**src/rtl/fetch_sequencer_pkg.sv**
```systemverilog
// Shared definitions for the fetch sequencer: opcode classes, operations,
// state encodings and the decoded-instruction bundle.
package fetch_sequencer_pkg;

    localparam int DATA_WIDTH = 16;
    localparam int PC_WIDTH   = 8;

    localparam logic [3:0] CLS_RAM = 4'h4;
    localparam logic [3:0] CLS_ROM = 4'h3;
    localparam logic [3:0] CLS_REG = 4'h9;
    localparam logic [3:0] CLS_PC  = 4'h7;

    localparam logic [3:0] OP_WRITE = 4'h1;
    localparam logic [3:0] OP_READ  = 4'h2;

    localparam logic [DATA_WIDTH-1:0] HALT_OPCODE = 16'hFFFF;

    typedef enum logic [2:0] {
        S_IDLE  = 3'd0,
        S_FETCH = 3'd1,
        S_LATCH = 3'd2,
        S_EXEC  = 3'd3,
        S_HALT  = 3'd4
    } state_e;

    typedef struct packed {
        logic is_write;
        logic is_read;
        logic is_jump;
        logic is_halt;
    } dec_t;

endpackage

```
**src/rtl/fetch_sequencer_if.sv**
```systemverilog
// Opcode/operand broadcast bus plus the program ROM and RAM read-back paths.
interface fetch_sequencer_if #(
    parameter int DATA_WIDTH = 16,
    parameter int PC_WIDTH   = 8
);
    logic [PC_WIDTH-1:0]     rom_addr;
    logic                    rom_rd_en;
    logic [2*DATA_WIDTH-1:0] rom_data;
    logic [DATA_WIDTH-1:0]   opcode;
    logic [DATA_WIDTH-1:0]   operand;
    logic                    read_enable;
    logic                    write_enable;
    logic [DATA_WIDTH-1:0]   ram_read_data;

    modport master (
        output rom_addr, rom_rd_en, opcode, operand,
        output read_enable, write_enable,
        input  rom_data, ram_read_data
    );

    modport slave (
        input  rom_addr, rom_rd_en, opcode, operand,
        input  read_enable, write_enable,
        output rom_data, ram_read_data
    );
endinterface

```
**src/rtl/fetch_sequencer_instr_class_decode.sv**
```systemverilog
// Combinational opcode classifier; the ALU stage reuses it.
module instr_class_decode
    import fetch_sequencer_pkg::*;
(
    input  logic [DATA_WIDTH-1:0] opcode,
    output dec_t                  dec
);

    logic [3:0] cls;
    logic [3:0] op;
    logic       wr_cls;
    logic       rd_cls;

    assign cls    = opcode[15:12];
    assign op     = opcode[11:8];
    assign wr_cls = (cls == CLS_RAM) || (cls == CLS_ROM) || (cls == CLS_REG);
    assign rd_cls = (cls == CLS_RAM) || (cls == CLS_REG);

    // HALT sits in class F, so the arms below never overlap.
    always_comb begin
        dec = '0;
        unique case (1'b1)
            opcode == HALT_OPCODE: dec.is_halt = 1'b1;
            cls == CLS_PC: begin
                dec.is_jump = 1'b1;
                dec.is_read = 1'b1;
            end
            wr_cls && op == OP_WRITE: dec.is_write = 1'b1;
            rd_cls && op == OP_READ:  dec.is_read  = 1'b1;
            default: ;
        endcase
    end

endmodule

```
**src/rtl/fetch_sequencer.sv**
```systemverilog
// Instruction fetch/sequence stage: FETCH -> LATCH -> EXEC per instruction.
// Optional single-step mode via FETCH_STEP_EN (adds a step input).
module fetch_sequencer
    import fetch_sequencer_pkg::*;
(
    input  logic                clk,
    input  logic                reset,
    input  logic                run,
`ifdef FETCH_STEP_EN
    input  logic                step,
`endif
    fetch_sequencer_if.master   bus,
    output logic [PC_WIDTH-1:0] pc,
    output logic                halted
);

    state_e state;
    state_e state_nxt;

    logic [PC_WIDTH-1:0]   pc_q;
    logic [DATA_WIDTH-1:0] opcode_q;
    logic [DATA_WIDTH-1:0] operand_q;
    logic                  halted_q;
    logic                  go;
    logic                  in_exec;
    dec_t                  dec;
    logic                  unused_hi;

    instr_class_decode u_dec (
        .opcode (opcode_q),
        .dec    (dec)
    );

`ifdef FETCH_STEP_EN
    assign go = run && step;
`else
    assign go = run;
`endif

    always_ff @(posedge clk) begin
        if (reset) begin
            state <= S_IDLE;
        end else begin
            state <= state_nxt;
        end
    end

    always_comb begin
        state_nxt = state;
        unique case (state)
            S_IDLE:  if (go) state_nxt = S_FETCH;
            S_FETCH: state_nxt = S_LATCH;
            S_LATCH: state_nxt = S_EXEC;
            S_EXEC: begin
                if (dec.is_halt) begin
                    state_nxt = S_HALT;
`ifdef FETCH_STEP_EN
                end else begin
                    state_nxt = S_IDLE;
                end
`else
                end else begin
                    state_nxt = run ? S_FETCH : S_IDLE;
                end
`endif
            end
            S_HALT:  state_nxt = S_HALT;
            default: state_nxt = S_IDLE;
        endcase
    end

    assign in_exec = (state == S_EXEC);

    always_ff @(posedge clk) begin
        if (reset) begin
            pc_q      <= '0;
            opcode_q  <= '0;
            operand_q <= '0;
            halted_q  <= 1'b0;
        end else begin
            if (state == S_LATCH) begin
                opcode_q  <= bus.rom_data[2*DATA_WIDTH-1:DATA_WIDTH];
                operand_q <= bus.rom_data[DATA_WIDTH-1:0];
            end
            // A halted program keeps pc pointing at the HALT word.
            if (in_exec) begin
                if (dec.is_halt) begin
                    halted_q <= 1'b1;
                end else if (dec.is_jump) begin
                    pc_q <= bus.ram_read_data[PC_WIDTH-1:0];
                end else begin
                    pc_q <= pc_q + 1'b1;
                end
            end
        end
    end

    assign unused_hi = ^bus.ram_read_data[DATA_WIDTH-1:PC_WIDTH];

    assign bus.rom_addr     = pc_q;
    assign bus.rom_rd_en    = (state == S_FETCH);
    assign bus.opcode       = opcode_q;
    assign bus.operand      = operand_q;
    assign bus.write_enable = in_exec && dec.is_write;
    assign bus.read_enable  = in_exec && dec.is_read;
    assign pc               = pc_q;
    assign halted           = halted_q;

endmodule

```
**src/flat_wrapper.sv**
```systemverilog
// flat-port wrapper written by rule: the top's interface ports become plain ports
module fetch_sequencer_flat import fetch_sequencer_pkg::*;
  (clk, reset, run, pc, halted, bus_rom_addr, bus_rom_rd_en, bus_opcode, bus_operand, bus_read_enable, bus_write_enable, bus_rom_data, bus_ram_read_data);
  fetch_sequencer_if #(.DATA_WIDTH(16), .PC_WIDTH(8)) bus_i ();
  input  logic clk;
  input  logic reset;
  input  logic run;
  output logic [PC_WIDTH-1:0] pc;
  output logic halted;
  output wire logic [$bits(bus_i.rom_addr)-1:0] bus_rom_addr;
  output wire logic [$bits(bus_i.rom_rd_en)-1:0] bus_rom_rd_en;
  output wire logic [$bits(bus_i.opcode)-1:0] bus_opcode;
  output wire logic [$bits(bus_i.operand)-1:0] bus_operand;
  output wire logic [$bits(bus_i.read_enable)-1:0] bus_read_enable;
  output wire logic [$bits(bus_i.write_enable)-1:0] bus_write_enable;
  input wire logic [$bits(bus_i.rom_data)-1:0] bus_rom_data;
  input wire logic [$bits(bus_i.ram_read_data)-1:0] bus_ram_read_data;
  assign bus_rom_addr = bus_i.rom_addr;
  assign bus_rom_rd_en = bus_i.rom_rd_en;
  assign bus_opcode = bus_i.opcode;
  assign bus_operand = bus_i.operand;
  assign bus_read_enable = bus_i.read_enable;
  assign bus_write_enable = bus_i.write_enable;
  assign bus_i.rom_data = bus_rom_data;
  assign bus_i.ram_read_data = bus_ram_read_data;
  fetch_sequencer u_core (.clk(clk), .reset(reset), .run(run), .bus(bus_i), .pc(pc), .halted(halted));
endmodule
```
**config.mk**
```make
export PLATFORM = sky130hd
export DESIGN_NAME = fetch_sequencer_flat
export DESIGN_NICKNAME = d
export VERILOG_FILES = /design/src/rtl/fetch_sequencer_pkg.sv /design/src/rtl/fetch_sequencer_if.sv /design/src/rtl/fetch_sequencer_instr_class_decode.sv /design/src/rtl/fetch_sequencer.sv /design/src/flat_wrapper.sv
export SDC_FILE = /design/constraint.sdc
export NUM_CORES = 1
export LEC_CHECK = 0
export ABC_AREA = 1
export CORE_MARGIN = 4
export CORE_UTILIZATION = 40
export DETAILED_ROUTE_END_ITERATION = 8
export GPL_TIMING_DRIVEN = 1
export PLACE_DENSITY = 0.88
export SYNTH_ARGS = -nofsm -noshare
export SYNTH_HDL_FRONTEND = slang
export SYNTH_SLANG_ARGS = --single-unit
export TNS_END_PERCENT = 5
```
**constraint.sdc**
```tcl
create_clock -name clk -period 1.9 [get_ports clk]
set_clock_uncertainty 0.15 [all_clocks]
set_input_delay 0.38 -clock clk [delete_from_list [all_inputs] [get_ports clk]]
set_output_delay 0.38 -clock clk [all_outputs]
set_load 0.02 [all_outputs]
```
==> metrics <==
Seq pwr share 0.442; core footprint 4820 sq um; H-tree levels 2; Async SR Flop Fraction 0; Fill cells 442; Setup Crit Path Kind reg2out; Synthesized Nets 342; vias per cell 4.67; Fin Setup TNS 0 ns; Primary FF master, synth dfxtp_1; max-slew violations 0; Power Density 723 nW/um^2; Congestion Overflow GR 0; capturing element type of the critical path primary output; layout cell share with drive strength beyond 1 0.162; Reg2Reg Setup Slack 0.23 ns; Final ANT Viol Nets 0; Mapped Avg Cell Area 6.98 sq um; number of global-route vias before repair 2152; Total GRT Usage 0.184; Hold Vio Cnt, Final 0; Iteration-0 DRC Markers 51; synth unique cells 28; Max FO, Critical Path 2; cells after synthesis 290; root buffer cell clkbuf_8; Peak VDD IR 0.550 mV; synthesis-to-layout area growth 62.5%; starting density of the core 0.420; CP required 1.37 ns; number of max-cap violations 0; sequential share of the synthesized area 0.435; IO Port Bufs 94; HPWL Detailed 4330 um; Ports 103; Nets 452; die width 79.1 um; Routability Congestion 0.941; combinational share of power 0.264; hold slack final 0.308 ns; Antenna diodes 0; initial antenna violation count 0; sequential cell area 883 sq um; Routed WL per cell 12.1 um; internal power 0.00171 W; Final setup viols 0; Clk Latency, worst-skew pair 0.29 ns; hold_sp u_core.halted; f_max 533 MHz; status finished, final reports clean; routed wire length 5660 um; CP Cell Sequence or2_4 > nor2_2 > nand3_2 > a21oi_2 > buf_4; TritonCTS clock tree built; commonest non-fill, non-tap cell in the layout nor2_1; die area 6260 sq um; Crit-path slowest cell dfxtp_1; DR DRC count 0; largest net degree at the start of global routing 30; post-layout util 0.682; DP Area 3140 sq um; Worst Hold End u_core.halted; TritonCTS buffer count 5; CTS Sinks 44; post-layout minimum cycle time 1.88 ns; total number of vias 2186; Ys Warns 0; RSZ-0062 raised after global routing true; global-route wire length before repair 9160 um; # rows 25; Crit path largest cell delay 0.32 ns; Min-Delay Path Depth 2; first drt pass iteration count 4; Final Instance Area 3290 sq um; Rel. slew slack 0.675; most frequent cells in the layout nor2_1, clkdlybuf4s50_1, nand2_1; R2R cell count 6; Critical Path Source Type flop; worst reg2reg endpoint u_core.bus.operand[13]; P_sw 0.000669 W; Reg clk slew, reported paths 0.08 ns; hold_buf cts 0; leakage 1.55 nW; worst-case clock buffer depth 2; CP Data Arrival Time 1.35 ns; Slew @ Worst Pin 0.486 ns; Multi-input gate area 990 sq um; clock share of power 0.294; FF-to-FF Start u_core.state[2]; worst hold path class reg2reg; Sw Ratio 0.281; number of synthesized flops with an enable pin 0; mapped cell area 2020 sq um; Final period util 0.988; chip height 79.1 um; number of synthesized register bits 44
==> power by group through the flow <==
stage	sequential (W)	combinational (W)	clock (W)
floorplan	0.00117	0.000201	0
global placement	0.00107	0.000620	0
detailed placement	0.00107	0.000629	0
CTS	0.00105	0.000623	0.000712
global route	0.00106	0.000683	0.000750
finish	0.00105	0.000628	0.000698
==> repair_timing <==
action / 4_1_cts / 5_1_grt
setup endpoints to repair: 15 / 15
setup buffers: 0 / 1
gates resized for setup: 20 / 24
pin swaps: 0 / 6
==> synth_stat cells (all sizes together) (4+ instances only) <==
library cell,number,share of area
buf,14,0.046
clkbuf,4,0.0074
a21oi,12,0.030
o21ai,40,0.11
nor2,79,0.16
inv,16,0.030
or2,4,0.012
nand2,58,0.12
dfxtp,44,0.44
nand3,10,0.030
==> routing by layer <==
layer / track usage / wire, um / up-vias
met3: 0.0828 / 590 / 4
met2: 0.317 / 2740 / 83
met1: 0.197 / 2270 / 964
li1: - / - / 1135
met4: 0.0653 / 59 / 0
met5: 0 / 0 / -
==> final cells by class <==
type	count	area share
well taps	67	0.0255
flip-flops and latches	44	0.269
inverters	18	0.0206
repair buffers	121	0.351
clock inverters	2	0.0107
multi-input cells	210	0.301
clock buffers	6	0.0221
==> how the worst max path moves through the flow <==
| stage | start | end | slack [ns] | cells after the start |
|---|---|---|---|---|
| 4_1_cts | u_core.bus.opcode[10] | bus_read_enable | -0.12 | 5 |
| 2_1_floorplan | u_core.bus.opcode[14] | bus_read_enable | 0.05 | 4 |
| 3_5_place_dp | u_core.bus.opcode[10] | bus_write_enable | -0.20 | 5 |
| 3_3_place_gp | u_core.bus.opcode[10] | bus_write_enable | -0.20 | 5 |
| 6_report | u_core.bus.opcode[10] | bus_read_enable | 0.02 | 5 |
| 5_1_grt | u_core.bus.opcode[10] | bus_read_enable | -0.06 | 5 |
==> sequential cells by signal, summed over array words and instances, names as in the netlist <==
name                 cells
u_core.halted            1
u_core.bus.opcode       16
u_core.state             3
u_core.bus.rom_addr      8
u_core.bus.operand      16
==> kinds of logic (layout without fill, tap and decap cells) <==
family | count (synthesis) | after routing | synth area share
compound gates | 53 | 53 | 0.140
fa+ha+maj | 1 | 1 | 0.00618
buf+inv | 36 | 147 | 0.0866
flops | 44 | 44 | 0.435
simple gates | 156 | 156 | 0.332
==> worst max-delay path, delay by kind of cell, from the launching register on <==
| kind | cells | cell delay, ns |
|---|---|---|
| simple gates | 3 | 0.46 |
| flops | 1 | 0.32 |
| buf+inv | 1 | 0.14 |
| compound gates | 1 | 0.13 |
==> stage by stage <==
| step | worst slack, ns | cells | power, W |
|---|---|---|---|
| floorplan | 0.0513 | 290 | 0.00137 |
| global placement | -0.196 | 459 | 0.00169 |
| detailed placement | -0.200 | 459 | 0.00170 |
| CTS | -0.119 | 467 | 0.00238 |
| global route | -0.0584 | 468 | 0.00250 |
| finish | 0.0231 | 468 | 0.00238 |
(Power assumes the default switching activity.)
